==> config.mk <==
export PLATFORM = sky130hd
export DESIGN_NAME = axi_wr_arbiter
export DESIGN_NICKNAME = d
export VERILOG_FILES = /design/src/rtl/axi_arb_pkg.sv /design/src/rtl/rr_arbiter.sv /design/src/rtl/axi_wr_arbiter.sv
export SDC_FILE = /design/constraint.sdc
export NUM_CORES = 1
export LEC_CHECK = 0
export BUFFER_PORTS_ARGS = -buffer_cell sky130_fd_sc_hd__buf_2
export CORE_AREA = 10 10 240 242
export DETAILED_ROUTE_END_ITERATION = 8
export DIE_AREA = 0 0 250 252
export GPL_TIMING_DRIVEN = 1
export PLACE_DENSITY = 0.43
export SYNTH_ARGS = -nofsm -noshare
export SYNTH_HDL_FRONTEND = slang
export SYNTH_SLANG_ARGS = --single-unit
==> constraint.sdc <==
create_clock -name axi_aclk -period 7.2 [get_ports axi_aclk]
set_input_delay 0.36 -clock axi_aclk [delete_from_list [all_inputs] [get_ports axi_aclk]]
set_output_delay 0.36 -clock axi_aclk [all_outputs]
set_load 0.05 [all_outputs]
==> src/rtl/axi_arb_pkg.sv <==
// Shared types and payload layout for the AXI write arbiter.
// AW payload is {addr, len[7:0], size[2:0], burst[1:0]}; W payload is {data, strb, last}.
package axi_arb_pkg;

   typedef enum logic [1:0] {
      StIdle,
      StAw,
      StW,
      StB
   } arb_state_e;

   localparam int unsigned AwBurstLsb = 0;
   localparam int unsigned AwSizeLsb  = 2;
   localparam int unsigned AwLenLsb   = 5;
   localparam int unsigned AwAddrLsb  = 13;
   localparam int unsigned AwFieldsW  = 13;

   localparam int unsigned WLastBit = 0;
   localparam int unsigned WStrbLsb = 1;

   function automatic int unsigned aw_pld_w(input int unsigned aw);
      return aw + AwFieldsW;
   endfunction

   function automatic int unsigned w_pld_w(input int unsigned dw);
      return dw + dw / 8 + 1;
   endfunction

endpackage

==> src/rtl/rr_arbiter.sv <==
// Round-robin pick over a request vector; the pointer names the highest-priority index
// and moves to one past the winner whenever a pick is consumed.
module rr_arbiter #(
   parameter int unsigned N = 4
) (
   input  logic                 clk,
   input  logic                 rst,
   input  logic [N-1:0]         req,
   input  logic                 update,
   output logic [N-1:0]         gnt,
   output logic [$clog2(N)-1:0] gnt_idx
);

   localparam int unsigned IdxW = $clog2(N);

   logic [IdxW-1:0] ptr_q, ptr_d;
   logic            found;
   int unsigned     k;

   always_comb begin
      gnt     = '0;
      gnt_idx = '0;
      found   = 1'b0;
      k       = 0;
      for (int unsigned i = 0; i < N; i++) begin
         k = (int'(ptr_q) + i) % N;
         if (!found && req[k]) begin
            found   = 1'b1;
            gnt[k]  = 1'b1;
            gnt_idx = IdxW'(k);
         end
      end
      ptr_d = ptr_q;
      if (update && found) begin
         ptr_d = (gnt_idx == IdxW'(N - 1)) ? '0 : gnt_idx + 1'b1;
      end
   end

   always_ff @(posedge clk) begin
      if (rst) begin
         ptr_q <= '0;
      end else begin
         ptr_q <= ptr_d;
      end
   end

endmodule

==> src/rtl/axi_wr_arbiter.sv <==
// N-to-1 AXI write arbiter, one write in flight, round-robin between requesters.
// Define AXI_WR_ARB_TIMEOUT_EN to flush a stalled W burst with strb=0 after TMO idle cycles.
module axi_wr_arbiter
   import axi_arb_pkg::*;
#(
   parameter int unsigned NREQ = 4,
   parameter int unsigned AW   = 32,
   parameter int unsigned DW   = 64,
   parameter int unsigned TMO  = 255
) (
   input  logic                          axi_aclk,
   input  logic                          rst,
   input  logic [NREQ*aw_pld_w(AW)-1:0]  req_awpld,
   input  logic [NREQ-1:0]               req_awvalid,
   output logic [NREQ-1:0]               req_awready,
   input  logic [NREQ*w_pld_w(DW)-1:0]   req_wpld,
   input  logic [NREQ-1:0]               req_wvalid,
   output logic [NREQ-1:0]               req_wready,
   output logic [NREQ-1:0]               req_bvalid,
   output logic [1:0]                    req_bresp,
   input  logic [NREQ-1:0]               req_bready,
   output logic [aw_pld_w(AW)-1:0]       axi_awpld,
   output logic                          axi_awvalid,
   input  logic                          axi_awready,
   output logic [w_pld_w(DW)-1:0]        axi_wpld,
   output logic                          axi_wvalid,
   input  logic                          axi_wready,
   input  logic [1:0]                    axi_bresp,
   input  logic                          axi_bvalid,
   output logic                          axi_bready,
   output logic [NREQ-1:0]               grant,
   output logic                          err_wlast
);

   localparam int unsigned AwpW = aw_pld_w(AW);
   localparam int unsigned WpW  = w_pld_w(DW);
   localparam int unsigned SW   = DW / 8;
   localparam int unsigned IdxW = $clog2(NREQ);

   arb_state_e      state_q, state_d;
   logic [NREQ-1:0] grant_q, grant_d;
   logic [IdxW-1:0] idx_q, idx_d;
   logic [AwpW-1:0] awpld_q, awpld_d;
   logic            awvalid_q, awvalid_d;
   logic [7:0]      cnt_q, cnt_d;
   logic            err_q, err_d;

   logic [NREQ-1:0] rr_gnt;
   logic [IdxW-1:0] rr_idx;
   logic            rr_update;
   logic [WpW-1:0]  cur_w;
   logic            beat;
   logic            tmo_force;
   logic            tmo_err;

   assign rr_update = (state_q == StIdle) && (|req_awvalid);

   rr_arbiter #(
      .N(NREQ)
   ) u_rr (
      .clk    (axi_aclk),
      .rst    (rst),
      .req    (req_awvalid),
      .update (rr_update),
      .gnt    (rr_gnt),
      .gnt_idx(rr_idx)
   );

   assign axi_awpld   = awpld_q;
   assign axi_awvalid = awvalid_q;
   assign grant       = grant_q;
   assign err_wlast   = err_q;
   assign req_bresp   = axi_bresp;
   assign cur_w       = req_wpld[int'(idx_q)*WpW +: WpW];

   // Channel routing: only the granted index ever sees a handshake.
   always_comb begin
      req_awready = '0;
      req_wready  = '0;
      req_bvalid  = '0;
      axi_wvalid  = 1'b0;
      axi_wpld    = '0;
      axi_bready  = 1'b0;
      unique case (state_q)
         StAw: req_awready[idx_q] = axi_awready;
         StW: begin
            axi_wvalid        = req_wvalid[idx_q] | tmo_force;
            req_wready[idx_q] = axi_wready & ~tmo_force;
            axi_wpld          = {cur_w[WpW-1:1], cnt_q == 8'd0};
            if (tmo_force) begin
               axi_wpld[WStrbLsb +: SW] = '0;
            end
         end
         StB: begin
            req_bvalid[idx_q] = axi_bvalid;
            axi_bready        = req_bready[idx_q];
         end
         default: ;
      endcase
   end

   assign beat = (state_q == StW) && axi_wvalid && axi_wready;

`ifdef AXI_WR_ARB_TIMEOUT_EN
   localparam int unsigned TmoW = $clog2(TMO + 1);

   logic [TmoW-1:0] idle_cnt_q, idle_cnt_d;
   logic            tmo_q, tmo_d;

   assign tmo_force = tmo_q;

   always_comb begin
      idle_cnt_d = idle_cnt_q;
      tmo_d      = tmo_q;
      tmo_err    = 1'b0;
      if (state_q != StW) begin
         idle_cnt_d = '0;
         tmo_d      = 1'b0;
      end else if (beat) begin
         idle_cnt_d = '0;
      end else if (!tmo_q) begin
         if (idle_cnt_q == TmoW'(TMO - 1)) begin
            tmo_d   = 1'b1;
            tmo_err = 1'b1;
         end else begin
            idle_cnt_d = idle_cnt_q + 1'b1;
         end
      end
   end

   always_ff @(posedge axi_aclk) begin
      if (rst) begin
         idle_cnt_q <= '0;
         tmo_q      <= 1'b0;
      end else begin
         idle_cnt_q <= idle_cnt_d;
         tmo_q      <= tmo_d;
      end
   end
`else
   assign tmo_force = 1'b0;
   assign tmo_err   = 1'b0;
`endif

   always_comb begin
      state_d   = state_q;
      grant_d   = grant_q;
      idx_d     = idx_q;
      awpld_d   = awpld_q;
      awvalid_d = awvalid_q;
      cnt_d     = cnt_q;
      err_d     = err_q | tmo_err;
      unique case (state_q)
         StIdle: begin
            if (|req_awvalid) begin
               grant_d   = rr_gnt;
               idx_d     = rr_idx;
               awpld_d   = req_awpld[int'(rr_idx)*AwpW +: AwpW];
               awvalid_d = 1'b1;
               state_d   = StAw;
            end
         end
         StAw: begin
            if (axi_awready) begin
               awvalid_d = 1'b0;
               cnt_d     = awpld_q[AwLenLsb +: 8];
               state_d   = StW;
            end
         end
         StW: begin
            if (beat) begin
               // The counter owns burst length; a disagreeing last bit is only flagged.
               if (!tmo_force && (cur_w[WLastBit] != (cnt_q == 8'd0))) begin
                  err_d = 1'b1;
               end
               if (cnt_q == 8'd0) begin
                  state_d = StB;
               end else begin
                  cnt_d = cnt_q - 8'd1;
               end
            end
         end
         StB: begin
            if (axi_bvalid && req_bready[idx_q]) begin
               grant_d = '0;
               state_d = StIdle;
            end
         end
         default: state_d = StIdle;
      endcase
   end

   always_ff @(posedge axi_aclk) begin
      if (rst) begin
         state_q   <= StIdle;
         grant_q   <= '0;
         idx_q     <= '0;
         awpld_q   <= '0;
         awvalid_q <= 1'b0;
         cnt_q     <= '0;
         err_q     <= 1'b0;
      end else begin
         state_q   <= state_d;
         grant_q   <= grant_d;
         idx_q     <= idx_d;
         awpld_q   <= awpld_d;
         awvalid_q <= awvalid_d;
         cnt_q     <= cnt_d;
         err_q     <= err_d;
      end
   end

endmodule

After elaboration in Yosys (flattened, before gate mapping) --
Index checks and enable logic that the tools add are counted.
Word-level totals: logic and storage cells 129, output and inout bits 140, register bits after elaboration 65, input port bits 491
Operators by class: multiplexer cells 57, shifts and indexed selects 2, equal/unequal tests 11, bitwise operators 6, reduce and logical (&&, ||, !) cells 28, $mul 2, order comparisons 10, add/subtract/negate cells 5
Operator list (count):
- $shiftx 292x10->73 | 1
- $shiftx 180x9->45 | 1
- $mux 73 | 1
- $mux 4 | 9
- $mux 8 | 3
- $mux 2 | 10
- $mux 1 | 19
- $pmux 8 s2 | 1
- $lt 2x3->1 const B | 5
- $logic_and 1x1->1 | 13
- $and 4x4->4 | 3
- $bmux 1 s2 | 6
- $or 4x4->4 | 3
- $demux 1 s2 | 5
- $ge 2x1->1 const B | 5
- $ne 2x2->1 const B | 5
- $mul 2x7->9 const B | 1
- $reduce_and 3->1 | 3
- $logic_not 8->1 | 1
- $mul 2x6->8 const B | 1
- $pmux 2 s4 | 1
- $pmux 4 s2 | 1
- $sub 8x1->8 const B | 1
- $eq 2x2->1 const B | 3
- other kinds (13) | 19

Longest topological paths before layout --
word-level depth 14, gate-level depth with buffers 17, gate-level depth less buffers 9

Hierarchy --
Synthesis repeated with hierarchy kept, for this count alone.
Unflattened totals: cell total of the unflattened synthesis 645, area, all modules 6606.3 µm²
Modules (own cells, without submodules):
- axi_wr_arbiter | seq. area each 1261.2 µm², cells each 586, area an instance 6074.6 µm², instances 1
- rr_arbiter | seq. area each 40.0 µm², cells each 59, area an instance 531.8 µm², instances 1

Worst setup path after synthesis --
OpenSTA, ideal clock, no wires.
path kind register to register, start point register u_rr.ptr_q[0], end point register awpld_q[10] (netlist: axi_awpld[10]), period minus slack after synthesis 3.662 ns, buffers on the path 7, data required time 7.059 ns, setup slack 3.538 ns, library setup time 0.141 ns, arrival time 3.521 ns, stages on the path, launching flop included 15, path through dfxtp_1 buf_6 buf_6 inv_1 buf_2 clkbuf_1 clkbuf_1 ha_1 buf_6 or3b_1 a2111o_1 o211a_1 a211oi_4 buf_4 a221oi_1
Between the ends: word-level cells in the longest chain between the ends 14, elaborated cells between the ends (all ways) 26, classes of those cells add/sub (3); mul (1); shift (1); mux (15); reduce/logical (6)
RTL lines:
- from (decl) | RTL line rr_arbiter.sv:16 | logic [IdxW-1:0] ptr_q, ptr_d;
- from (signal assigned) | RTL line rr_arbiter.sv:43 | ptr_q <= ptr_d;
- parallel branches: the longest is 11 deep, another holds $add 2x1->2
- $mux 2 * | RTL line rr_arbiter.sv:27 | if (!found && req[k]) begin
- $mul 2x6->8 * | RTL line axi_wr_arbiter.sv:158 | awpld_d = req_awpld[int'(rr_idx)*AwpW +: AwpW];
- $shiftx 180x9->45 * | RTL line axi_wr_arbiter.sv:158
- to (signal assigned) | RTL line axi_wr_arbiter.sv:206 | awpld_q <= awpld_d;
- to (decl) | RTL line axi_wr_arbiter.sv:43 | logic [AwpW-1:0] awpld_q, awpld_d;
Mark *: on every way between the ends. The select of a mux whose other input is x is not followed. A chain may end at the register's enable or synchronous reset.

Worst setup path in the final report --
start point register u_rr.ptr_q[1], end point register awpld_q[33] (netlist: axi_awpld[33])
Same word-level chain as after synthesis.

==> results_tabular.tex <==
\begin{tabular}{lr}
\hline
Metric & Value \\
\hline
\multicolumn{2}{l}{\textbf{Run status}} \\
\quad Status & finished, final reports clean \\
\multicolumn{2}{l}{\textbf{Synth}} \\
\quad Mapped Nets & 1662 \\
\quad Mean Syn Cell Area & 8.22 um2 \\
\quad Number of instances in the synthesized netlist & 1157 \\
\quad Summed instance area of the synthesized netlist & 9510 um2 \\
\quad Number of flops mapped to enable cells by yosys & 0 \\
\quad Distinct cell type count of the synthesized netlist & 65 \\
\quad Async SR Flop Fraction & 0 \\
\quad Total of warnings raised by yosys & 0 \\
\quad Number of synthesized register bits & 65 \\
\quad Most frequently used flop master after synthesis & sky130\_fd\_sc\_hd\_\_dfxtp\_1 \\
\quad Share of synthesized area occupied by flip-flops and latches & 0.137 \\
\multicolumn{2}{l}{\textbf{Setup path}} \\
\quad CP Data Arrival Time & 5.10 ns \\
\quad Max FO, Critical Path & 54 \\
\quad Required time of the critical path & 7.45 ns \\
\quad Element type at the critical path end & flip-flop \\
\quad Critical path type & reg -> reg \\
\quad Worst setup SP type & flip-flop \\
\multicolumn{2}{l}{\textbf{Global routing}} \\
\quad Vias in the first global route & 12700 \\
\quad Overall global routing resource usage & 0.233 \\
\quad Leftover overflow at the end of global routing & 0 \\
\quad Antenna violations before repair & 123 \\
\quad Wire length of the first global-routing pass & 105000 um \\
\quad Maximum number of pins on one net before global-route repair & 107 \\
\multicolumn{2}{l}{\textbf{Floorplan}} \\
\quad Die W & 250 um \\
\quad Cell Rows & 84 \\
\quad Number of top-level pins & 631 \\
\quad Starting Density & 0.181 \\
\quad Vertical die dimension & 252 um \\
\quad Die area & 63000 um2 \\
\quad Placeable Area & 52400 um2 \\
\multicolumn{2}{l}{\textbf{Power}} \\
\quad Static power due to leakage & 5.72 nW \\
\quad Worst IR drop on VDD & 0.154 mV \\
\quad Pwr per Cell Area & 405 nW/um2 \\
\multicolumn{2}{l}{\textbf{Final layout}} \\
\quad Post-layout nets & 2170 \\
\quad Proportion of layout cells with a drive suffix above 1 & 0.461 \\
\quad Most frequent cells in the layout & sky130\_fd\_sc\_hd\_\_buf\_2, sky130\_fd\_sc\_hd\_\_nor3\_1, sky130\_fd\_sc\_hd\_\_nand2\_1 \\
\quad Most common cell after layout, fill and taps aside & sky130\_fd\_sc\_hd\_\_buf\_2 \\
\quad Utilization after layout & 0.254 \\
\quad Layout-stage area growth over the synthesis result & 40.3\% \\
\multicolumn{2}{l}{\textbf{CTS}} \\
\quad Maximum clock path buffer count & 2 \\
\quad Total setup buffers inserted after CTS & 0 \\
\quad Cts-stage hold buffer count & 0 \\
\quad Clock tree root driver cell & sky130\_fd\_sc\_hd\_\_clkbuf\_16 \\
\quad Resized Gates After CTS & 0 \\
\quad Clock tree from TritonCTS & yes \\
\quad H-tree levels & 3 \\
\quad Clk Latency, worst-skew pair & 0.35 ns \\
\quad Total number of clock tree sinks & 65 \\
\quad Clock Pin Slew Worst Setup and Hold Paths & 0.06 ns \\
\quad Clock buffers created by TritonCTS & 9 \\
\multicolumn{2}{l}{\textbf{STA}} \\
\quad Worst-margin pin slew & 1.17 ns \\
\quad Total count of max-transition violations in the final report & 0 \\
\quad Relative max-transition margin & 0.223 \\
\quad Period utilization & 0.672 \\
\quad Fin Clk Skew & 0.00534 ns \\
\quad Final setup vio count & 0 \\
\quad Endpoints failing hold & 0 \\
\quad Min cycle time layout & 4.84 ns \\
\quad Final-layout setup total negative slack & 0 ns \\
\quad Worst hold slack across all endpoints & 0.354 ns \\
\quad Unrepaired setup endpoints after global routing & no \\
\quad Fmax & 207 MHz \\
\multicolumn{2}{l}{\textbf{Detailed routing}} \\
\quad Wire per inst & 32.9 um \\
\quad Routed vias & 13100 \\
\quad Length of the first detailed-routing pass in iterations & 7 \\
\quad Number of DRC violations after detailed routing & 0 \\
\quad Wirelength, routed & 78500 um \\
\quad Number of design-rule violations left by the first detailed-router iteration & 1204 \\
\quad ANT nets after route & 0 \\
\quad Mean number of vias per cell & 5.48 \\
\multicolumn{2}{l}{\textbf{Hold path}} \\
\quad Kind of path behind the tightest hold check & in -> reg \\
\multicolumn{2}{l}{\textbf{Placed design}} \\
\quad Routability Congestion & 1.02 \\
\quad DPL Wire Length & 63500 um \\
\quad Port-buffer cells & 626 \\
\multicolumn{2}{l}{\textbf{Run}} \\
\quad Number of maximum-capacitance violations & 0 \\
\hline
\end{tabular}
where the power goes:
group	total (mW)	leakage (nW)	switching [mW]	internal, mW
sequential	0.708	0.541	0.194	0.514
combinational	4.19	5.03	2.83	1.36
clock	0.503	0.152	0.190	0.313
total	5.40	5.72	3.21	2.19
through the flow:
stage / setup WS, ns / instance area, um2 / power [mW] / cells
detailed placement: 2.38 / 13000 / 4.94 / 2342
global route: 2.08 / 13300 / 5.75 / 2378
finish: 2.36 / 13300 / 5.40 / 2384
floorplan: 3.54 / 9510 / 3.75 / 1157
global placement: 2.51 / 13000 / 4.90 / 2342
CTS: 2.38 / 13300 / 5.46 / 2358
sequential cells by signal, indices dropped and copies added, names as in the netlist:
signal and flops:
state_q 2, u_rr.ptr_q 2, axi_awpld 45, idx_q 2, err_wlast 1, axi_awvalid 1, grant 4, cnt_q 8
critical path, stage by stage, from the launching register on:
cell and delay [ns]:
sky130_fd_sc_hd__dfxtp_1 0.74, sky130_fd_sc_hd__clkinv_1 0.48, sky130_fd_sc_hd__ha_1 0.61, sky130_fd_sc_hd__mux4_2 0.50, sky130_fd_sc_hd__nor2b_4 0.90, sky130_fd_sc_hd__buf_4 0.71
sky130_fd_sc_hd__nor3_1 0.08, sky130_fd_sc_hd__o21ai_0 0.19, sky130_fd_sc_hd__o311ai_0 0.16, sky130_fd_sc_hd__a221oi_1 0.30
Yosys cell counts (all sizes together) (5+ instances only):
library cell	number	area, um2
o311ai	46	403
nor3	99	495
inv	8	30.0
and2	77	482
a21oi	65	333
buf	61	429
a22oi	6	45.0
nand2	78	293
a221oi	46	478
a2111oi	44	410
or3	47	294
o211ai	8	60.1
mux4	77	1730
o21ai	52	260
mux2i	7	70.1
ha	14	175
nor2b	7	43.8
nand3b	5	37.5
a22o	52	455
and3	45	282
dfxtp	65	1300
clkbuf	83	312
nor2	30	123
nand2b	7	43.8
nand3	45	225
o21bai	45	338
metal layers:
layer | GRT usage | part of all wire | vias to the layer above
met3 | 0.0700 | 0.084 | 241
met2 | 0.446 | 0.53 | 795
li1 | - | - | 5664
met5 | 0 | 0.0026 | -
met4 | 0.0852 | 0.042 | 30
met1 | 0.233 | 0.34 | 6323
cells by family (layout without fill, tap and decap cells):
| kind of cell | count (synthesis) | after routing | share of synthesized area |
|---|---|---|---|
| other | 0 | 26 | 0 |
| multiplexers | 87 | 87 | 0.193 |
| flip-flops | 65 | 65 | 0.137 |
| adder cells (fa/ha/maj) | 14 | 14 | 0.0184 |
| buffers and inverters | 155 | 668 | 0.0837 |
| XOR/XNOR | 1 | 1 | 0.000921 |
| AND/OR/NAND/NOR | 448 | 448 | 0.250 |
| AO/OA/AOI/OAI | 387 | 387 | 0.317 |
cell type report:
cell class	count	area, um2
Clock inverter	3	63.8
Tap cell	688	861
Inverter	9	38.8
Antenna cell	26	65.1
Clock buffer	13	250
Multi-Input combinational cell	937	7480
Sequential cell	65	1310
Fill cell	5849	39100
Timing Repair Buffer	643	3260
path summary, 6_finish.rpt:
kind	from	end	slack, ns	depth (start not counted)
hold reg to reg	grant[3]	grant[3]	0.48	1
setup reg to reg	u_rr.ptr_q[1]	axi_awpld[33]	2.36	9
setup / recovery	u_rr.ptr_q[1]	axi_awpld[33]	2.36	9
hold / removal	axi_awready	axi_awvalid	0.35	4
Note: power is estimated with default switching activity, not from simulation.
